## src/rtl/core_run_ctrl.sv

```systemverilog
// core_run_ctrl: sequences core reset/fetch enable, counts RUN cycles and retirements, ends runs on tohost, EBREAK or cycle limit.
// Optional tohost detection is compiled in with `define RUN_CTRL_TOHOST_EN.
module core_run_ctrl #(
    parameter int          RST_HOLD_CYCLES = 4,
    parameter int          CYCLE_LIMIT     = 1000,
    parameter int          CNT_WIDTH       = 32,
    parameter logic [31:0] HALT_INSTR      = 32'h0010_0073,
    parameter logic [31:0] TOHOST_ADDR     = 32'h0000_1000
) (
    input  logic                 clk,
    input  logic                 rst,
    input  logic                 start_i,
    input  logic                 wb_valid_i,
    input  logic [31:0]          wb_instr_i,
    input  logic                 st_valid_i,
    input  logic [31:0]          st_addr_i,
    input  logic [31:0]          st_data_i,
    output logic                 core_rst_o,
    output logic                 pc_incr_en_o,
    output logic [1:0]           state_o,
    output logic [CNT_WIDTH-1:0] cycle_cnt_o,
    output logic [CNT_WIDTH-1:0] retired_cnt_o,
    output logic                 done_o,
    output logic                 pass_o,
    output logic                 timeout_o,
    output logic [30:0]          exit_code_o
);
    localparam int HW = RST_HOLD_CYCLES > 1 ? $clog2(RST_HOLD_CYCLES) : 1;

    typedef enum logic [1:0] {IDLE, RESET, RUN, DONE} state_t;

    state_t               state, state_nx;
    logic [HW-1:0]        hold;
    logic [CNT_WIDTH-1:0] cycle_cnt, retired_cnt;
    logic                 pass, timeout;
    logic [30:0]          exit_code;
    logic                 tohost_hit, ebreak_hit, limit_hit, halt, enter_reset;
    logic [30:0]          tohost_code;

`ifdef RUN_CTRL_TOHOST_EN
    assign tohost_hit  = st_valid_i && st_addr_i == TOHOST_ADDR && st_data_i[0];
    assign tohost_code = st_data_i[31:1];
`else
    logic unused_st;
    assign unused_st   = ^{st_valid_i, st_addr_i, st_data_i};
    assign tohost_hit  = 1'b0;
    assign tohost_code = '0;
`endif

    assign ebreak_hit  = wb_valid_i && wb_instr_i == HALT_INSTR;
    assign limit_hit   = CYCLE_LIMIT != 0 && cycle_cnt == CNT_WIDTH'(CYCLE_LIMIT - 1);
    assign halt        = tohost_hit || ebreak_hit || limit_hit;
    assign enter_reset = state_nx == RESET && state != RESET;

    always_ff @(posedge clk or negedge rst) begin
        if (!rst) state <= IDLE;
        else      state <= state_nx;
    end

    always_comb begin
        state_nx     = state;
        core_rst_o   = state == RUN || state == DONE;
        pc_incr_en_o = state == RUN;
        done_o       = state == DONE;
        case (state)
            IDLE:    state_nx = start_i ? RESET : IDLE;
            RESET:   state_nx = hold == '0 ? RUN : RESET;
            RUN:     state_nx = halt ? DONE : RUN;
            default: state_nx = start_i ? RESET : DONE;
        endcase
    end

    // Counters and result flags only move in RUN; a new run clears them on the way into RESET.
    always_ff @(posedge clk or negedge rst) begin
        if (!rst) begin
            hold        <= '0;
            cycle_cnt   <= '0;
            retired_cnt <= '0;
            pass        <= 1'b0;
            timeout     <= 1'b0;
            exit_code   <= '0;
        end else if (enter_reset) begin
            hold        <= HW'(RST_HOLD_CYCLES - 1);
            cycle_cnt   <= '0;
            retired_cnt <= '0;
            pass        <= 1'b0;
            timeout     <= 1'b0;
            exit_code   <= '0;
        end else if (state == RESET) begin
            hold <= hold - HW'(1);
        end else if (state == RUN) begin
            cycle_cnt <= cycle_cnt + CNT_WIDTH'(cycle_cnt != '1);
            if (wb_valid_i) retired_cnt <= retired_cnt + CNT_WIDTH'(retired_cnt != '1);
            if (tohost_hit) begin
                pass      <= tohost_code == '0;
                exit_code <= tohost_code;
            end else if (ebreak_hit) begin
                pass <= 1'b1;
            end else if (limit_hit) begin
                timeout <= 1'b1;
            end
        end
    end

    assign state_o       = state;
    assign cycle_cnt_o   = cycle_cnt;
    assign retired_cnt_o = retired_cnt;
    assign pass_o        = pass;
    assign timeout_o     = timeout;
`ifdef RUN_CTRL_TOHOST_EN
    assign exit_code_o   = exit_code;
`else
    logic unused_exit;
    assign unused_exit   = ^exit_code;
    assign exit_code_o   = '0;
`endif
endmodule
```

## config.mk

```make
export PLATFORM = sky130hd
export DESIGN_NAME = core_run_ctrl
export DESIGN_NICKNAME = d
export VERILOG_FILES = /design/src/rtl/core_run_ctrl.sv
export SDC_FILE = /design/constraint.sdc
export NUM_CORES = 1
export LEC_CHECK = 0
export ABC_AREA = 0
export ABC_CLOCK_PERIOD_IN_PS = 3400
export CAP_MARGIN = 30
export CORE_MARGIN = 5
export CORE_UTILIZATION = 30
export DETAILED_ROUTE_END_ITERATION = 12
export PLACE_DENSITY = 0.61
export SYNTH_ARGS = -nofsm -noshare
export SYNTH_HDL_FRONTEND = slang
export SYNTH_SLANG_ARGS = --single-unit
```

## constraint.sdc

```tcl
create_clock -name clk -period 3.4 [get_ports clk]
set_input_delay 0.51 -clock clk [delete_from_list [all_inputs] [get_ports clk]]
set_output_delay 0.51 -clock clk [all_outputs]
set_load 0.1 [all_outputs]
```

==> impl_metrics.json <==
{
  "wl_um": 12090,
  "syn_inst": 474,
  "cp_max_fo": 10,
  "io_buffers": 106,
  "cts_tree": "built",
  "final_cell_mix": "clkdlybuf4s50_1, a21oi_1, dfrtp_1",
  "ys_ff_latch": 70,
  "crit_family": "simple AND/OR/NAND/NOR gates",
  "grt_overflow_total": 0,
  "post_cts_buffers": 0,
  "setup_slack_ns": 0.3842,
  "seqPwrFrac_pct": 32.5,
  "leakagePower_nw": 2.156,
  "antenna_cells": 0,
  "fin_crit_ns": 3.016,
  "skew_ns": 0.004219,
  "post_cts_resized": 0,
  "rsz0062_at_grt": "false",
  "ys_dominant_reg_cell": "dfrtp_1",
  "insertion_delay_ns": 0.33,
  "grt_pass1_wl_um": 19630,
  "tns_ns": 0,
  "cts_hold_buf": 0,
  "ir_drop_mv": 0.3994,
  "ys_seq_area_share_pct": 41.46,
  "die_x_um": 128.7,
  "clock_sinks": 70,
  "critPathArrivalTime_ns": 3.24,
  "wl_per_cell_um": 16.00,
  "track_usage_pct": 14.52,
  "tightest_slew_ns": 1.006,
  "endpoint_kind": "flop",
  "cpMostUsedCell": "ha_1",
  "max_freq_mhz": 331.6,
  "critical_path_buf_inv_count": 0,
  "crit_slowest_cell": "or4_1",
  "p_comb_share_pct": 34.5,
  "path_cells": "nand4_2, or4_4, or4_1, ha_1, ha_1, and2_1, nand3_1, nor3_1, o21a_1",
  "status": "completed",
  "cts_root_buf": "clkbuf_16",
  "async_reset_ff_share_pct": 100.0,
  "antenna_found_initial": 0,
  "cts_max_path_buffers": 2,
  "yosysWarnings": 0,
  "ys_types": 46,
  "setup_viol": 0,
  "internal-power_w": 0.001776,
  "fp.coreArea_mm2": 0.01383,
  "hold_path_class": "in -> async",
  "critPathRequiredTime_ns": 3.62,
  "drcViolationCount": 0,
  "drtIter0Drc": 315,
  "criticalPathCategory": "reg -> reg",
  "fp.dieArea_mm2": 0.01656,
  "grt_pass1_vias": 3889,
  "syn-cell-area_mm2": 0.004225,
  "avgSynthCellArea_um2": 8.914,
  "mostFrequentLayoutCell": "clkdlybuf4s50_1",
  "switching_share_pct": 40.83,
  "area_delta_synth_final_pct": 34.38,
  "via_per_inst": 5.345,
  "final_hold_viol_count": 0,
  "crit_path_start_kind": "flop",
  "vias": 4041,
  "synth-edff-count": 0,
  "max_stage_delay_ns": 0.53,
  "cts_inserted_buffers": 9,
  "p_sw_w": 0.001225,
  "dr.pass1.iters": 4,
  "gp_congestion": 0.8055,
  "fillers": 1337,
  "clk_pin_slew_ns": 0.06,
  "ios": 203,
  "cap_violations": 0,
  "hpwl_um": 8676,
  "placementRows": 43,
  "grt_max_degree": 37,
  "postRouteAntennaNets": 0,
  "drive_gt1_share_pct": 13.89,
  "whs_ns": 0.2798,
  "htree_levels": 3,
  "initial_core_util_pct": 30.56,
  "finalCritPeriodShare_pct": 88.70,
  "p_clk_share_pct": 33.0,
  "p_per_area_mw_per_mm2": 528.5,
  "pre_cts_ws_ns": 0.3916,
  "slew-limit-headroom_pct": 32.72,
  "layout.nets": 677,
  "slew_viol_final": 0,
  "die_y_um": 128.7
}
cell type report:
type	instances	area (µm²)	share of cell area, %
clock buffers	13	280.3	4.936
clock inverters	3	40.04	0.7052
inverters	13	48.80	0.8594
multi-input cells	362	2188	38.54
flip-flops and latches	70	1792	31.56
well taps	180	225.2	3.967
repair buffers	115	1104	19.44
sequential cells by signal, summed over array words and instances, names as in the netlist:
name           count
cycle_cnt_o       32
retired_cnt_o     32
hold               2
state_o            2
pass_o             1
timeout_o          1
power groups by stage:
stage	logic [W]	registers (W)	clock network, W
floorplan	0.000548	0.00123	0
global placement	0.00103	0.000988	0
detailed placement	0.00104	0.000989	0
CTS	0.00104	0.000975	0.00102
global route	0.00110	0.000991	0.00105
finish	0.00103	0.000976	0.000990
layer usage:
layer | GRT usage [%] | vias to the layer above | routed length [µm] | share of wire, %
met2 | 24.73 | 104 | 5978 | 49
met5 | 0 | - | 0 | 0
met1 | 18.60 | 1987 | 5232 | 43
met3 | 3.902 | 10 | 780 | 6.5
li1 | - | 1940 | - | -
met4 | 2.903 | 0 | 102 | 0.84
per-stage QoR:
step | utilization, % | instances | instance area (µm²) | power, W
2_1_floorplan | - | 504 | 4378 | 0.001779
3_3_place_gp | 38.75 | 740 | 5358 | 0.002020
3_5_place_dp | 38.75 | 740 | 5358 | 0.002029
4_1_cts | 41.06 | 756 | 5678 | 0.003038
5_1_grt | 41.06 | 756 | 5678 | 0.003137
6_report | 41.06 | 756 | 5678 | 0.003001
path summary, 6_finish.rpt:
check / endpoint / slack, ns / startpoint / cells past startpoint
setup / recovery: cycle_cnt_o[14]$_DFFE_PN0P_ / 0.38 / cycle_cnt_o[14]$_DFFE_PN0P_ / 9
hold / removal: retired_cnt_o[6]$_DFFE_PN0P_ / 0.28 / rst / 1
setup reg to reg: cycle_cnt_o[14]$_DFFE_PN0P_ / 0.38 / cycle_cnt_o[14]$_DFFE_PN0P_ / 9
hold reg to reg: pass_o$_DFFE_PN0P_ / 0.53 / pass_o$_DFFE_PN0P_ / 1
max in group asynchronous: retired_cnt_o[10]$_DFFE_PN0P_ / 2.42 / rst / 2
min in group clk: pass_o$_DFFE_PN0P_ / 0.53 / pass_o$_DFFE_PN0P_ / 1
cell families after synthesis:
logic type	after synthesis	share of synthesized area, %
simple gates	200	28.43
compound gates	110	15.75
buf+inv	72	9.446
flops	70	41.46
xor+xnor	15	3.109
fa+ha+maj	5	1.481
other cells	1	0.08875
mux	1	0.2369
cells in the mapped netlist (2+ instances only):
| master | instances | area, µm² |
|---|---|---|
| or4_1 | 31 | 232.7 |
| a31oi_1 | 3 | 18.77 |
| or3_1 | 13 | 81.33 |
| nand2_1 | 32 | 120.1 |
| or3b_2 | 2 | 17.52 |
| nor2b_1 | 2 | 12.51 |
| o31ai_1 | 29 | 217.7 |
| o21a_1 | 6 | 45.04 |
| nor4_1 | 13 | 81.33 |
| xor2_1 | 10 | 87.58 |
| and2_1 | 10 | 62.56 |
| inv_1 | 13 | 48.80 |
| and4b_1 | 2 | 20.02 |
| nor3_1 | 5 | 25.02 |
| nand3_1 | 27 | 135.1 |
| clkbuf_1 | 21 | 78.83 |
| and3_1 | 5 | 31.28 |
| buf_4 | 31 | 232.7 |
| o21ai_0 | 21 | 105.1 |
| nand4_1 | 25 | 156.4 |
| ha_1 | 5 | 62.56 |
| xnor2_1 | 5 | 43.79 |
| dfrtp_1 | 70 | 1752 |
| buf_2 | 4 | 20.02 |
| a21oi_1 | 45 | 225.2 |
| and4_1 | 11 | 96.34 |
| nor2_1 | 13 | 48.80 |
| buf_1 | 2 | 7.510 |
Note: power is estimated with default switching activity, not from simulation.
==> RTL change (same settings) <==
Set the parameter `HALT_INSTR` to 32'h00100000 (it was 32'h0010_0073).
--- a/src/rtl/core_run_ctrl.sv
+++ b/src/rtl/core_run_ctrl.sv
@@ -5,5 +5,5 @@
     parameter int          CYCLE_LIMIT     = 1000,
     parameter int          CNT_WIDTH       = 32,
-    parameter logic [31:0] HALT_INSTR      = 32'h0010_0073,
+    parameter logic [31:0] HALT_INSTR      = 32'h00100000,
     parameter logic [31:0] TOHOST_ADDR     = 32'h0000_1000
 ) (
Function: changed (Yosys sat finds a counterexample within 10 cycles, from zero or initial values and one cycle with rst low).
==> RTL change against the unedited design <==
- setup slack improved by 0.17 ns
- die area fell by 5.5%
- wire length fell by 11%
- global-route usage fell by 0.79 points
- cell area fell by 3.1%
- area after synthesis fell by 6.0%
- sequential cell count did not move
- fmax rose by 6.1%
- worst hold slack got worse by 0.21 ns
- synthesized cell count fell by 8.6%
- via count fell by 12%
- critical path type unchanged
Power is not compared: it rests on default switching activity, and its combinational part moved more than twofold at a synthesized area within 25%.
==> RTL change: results (changes against the unedited design) <==
| Metric | Value |
|---|---|
| Bufs w/o clock | `119 (+3.5%)` |
| Multi-input gate count | `337 (-6.9%)` |
| Arr. time, crit path | `3.09 ns (-0.15 ns)` |
| Nets@finish | `649 (-4.1%)` |
| Fmax | `352 MHz (+6.1%)` |
| Layout cells sized above 1 | `10.9% (-2.9 points)` |
| FF/Latch Area | `1760 um^2 (-2.0%)` |
| Layout filler cell count | `1,266 (-5.3%)` |
| Met2 wire len | `5120 um (-14%)` |
| Fraction of area in multi-input gates | `36.5% (-2.1 points)` |
| Largest net degree at the start of global routing | `35 (-5.4%)` |
| Post-placement setup slack | `0.298 ns (-0.0935 ns)` |
| Detailed Route Iter0 Violations | `202 (-36%)` |
| Gate count of the mapped netlist | `433 (-8.6%)` |
| Gpl congestion | `0.796 (-1.2%)` |
| Post-synth top cells | `dfrtp_1, nor2_1, xor2_1` |
| Worst r2r src | `cycle_cnt_o[26]` |
| Critical Path Source | `cycle_cnt_o[26]` |
| Fin area | `5500 um^2 (-3.1%)` |
| Worst path slowest cell | `nor2_2` |
| Main area contributors after synthesis | `dfrtp_1, xor2_1, buf_4` |
| Post-Synth XOR/XNOR Area | `11.5% (+8.4 points)` |
| Outcome | `completed` |
| Worst reg2reg setup slack | `0.56 ns (+0.17 ns)` |
| Slew HR | `31.0% (-1.8 points)` |
RTL change: cell count changes in the layout (fill, tap and decap cells not counted), sizes merged, moves of 5 or more:
cell   change
xor2      +37
o31ai     -27
nor2      +44
o21ai     -11
inv        -8
o21a       -5
and2       -5
nand3      +6
or3        -6
a21oi     -38
and3       +5
or4       -31
nand4      +7
RTL change: power by group:
part / switching, W / leakage, nW / internal (W) / total (W)
clock: 0.000366 / 0.168 / 0.000757 / 0.00112
sequential: 0.000143 / 0.785 / 0.00111 / 0.00125
combinational: 0.00312 / 1.31 / 0.00177 / 0.00489
RTL change: worst min path at each step:
stage,startpoint,end,slack (ns),depth (start not counted)
after CTS,rst,retired_cnt_o[19],0.07,1
final,rst,retired_cnt_o[19],0.07,1
after detailed placement,rst,retired_cnt_o[19],0.43,1
after floorplan,rst,cycle_cnt_o[0],0.21,0
after global placement,timeout_o,timeout_o,0.48,1
after global routing,rst,retired_cnt_o[19],0.08,1
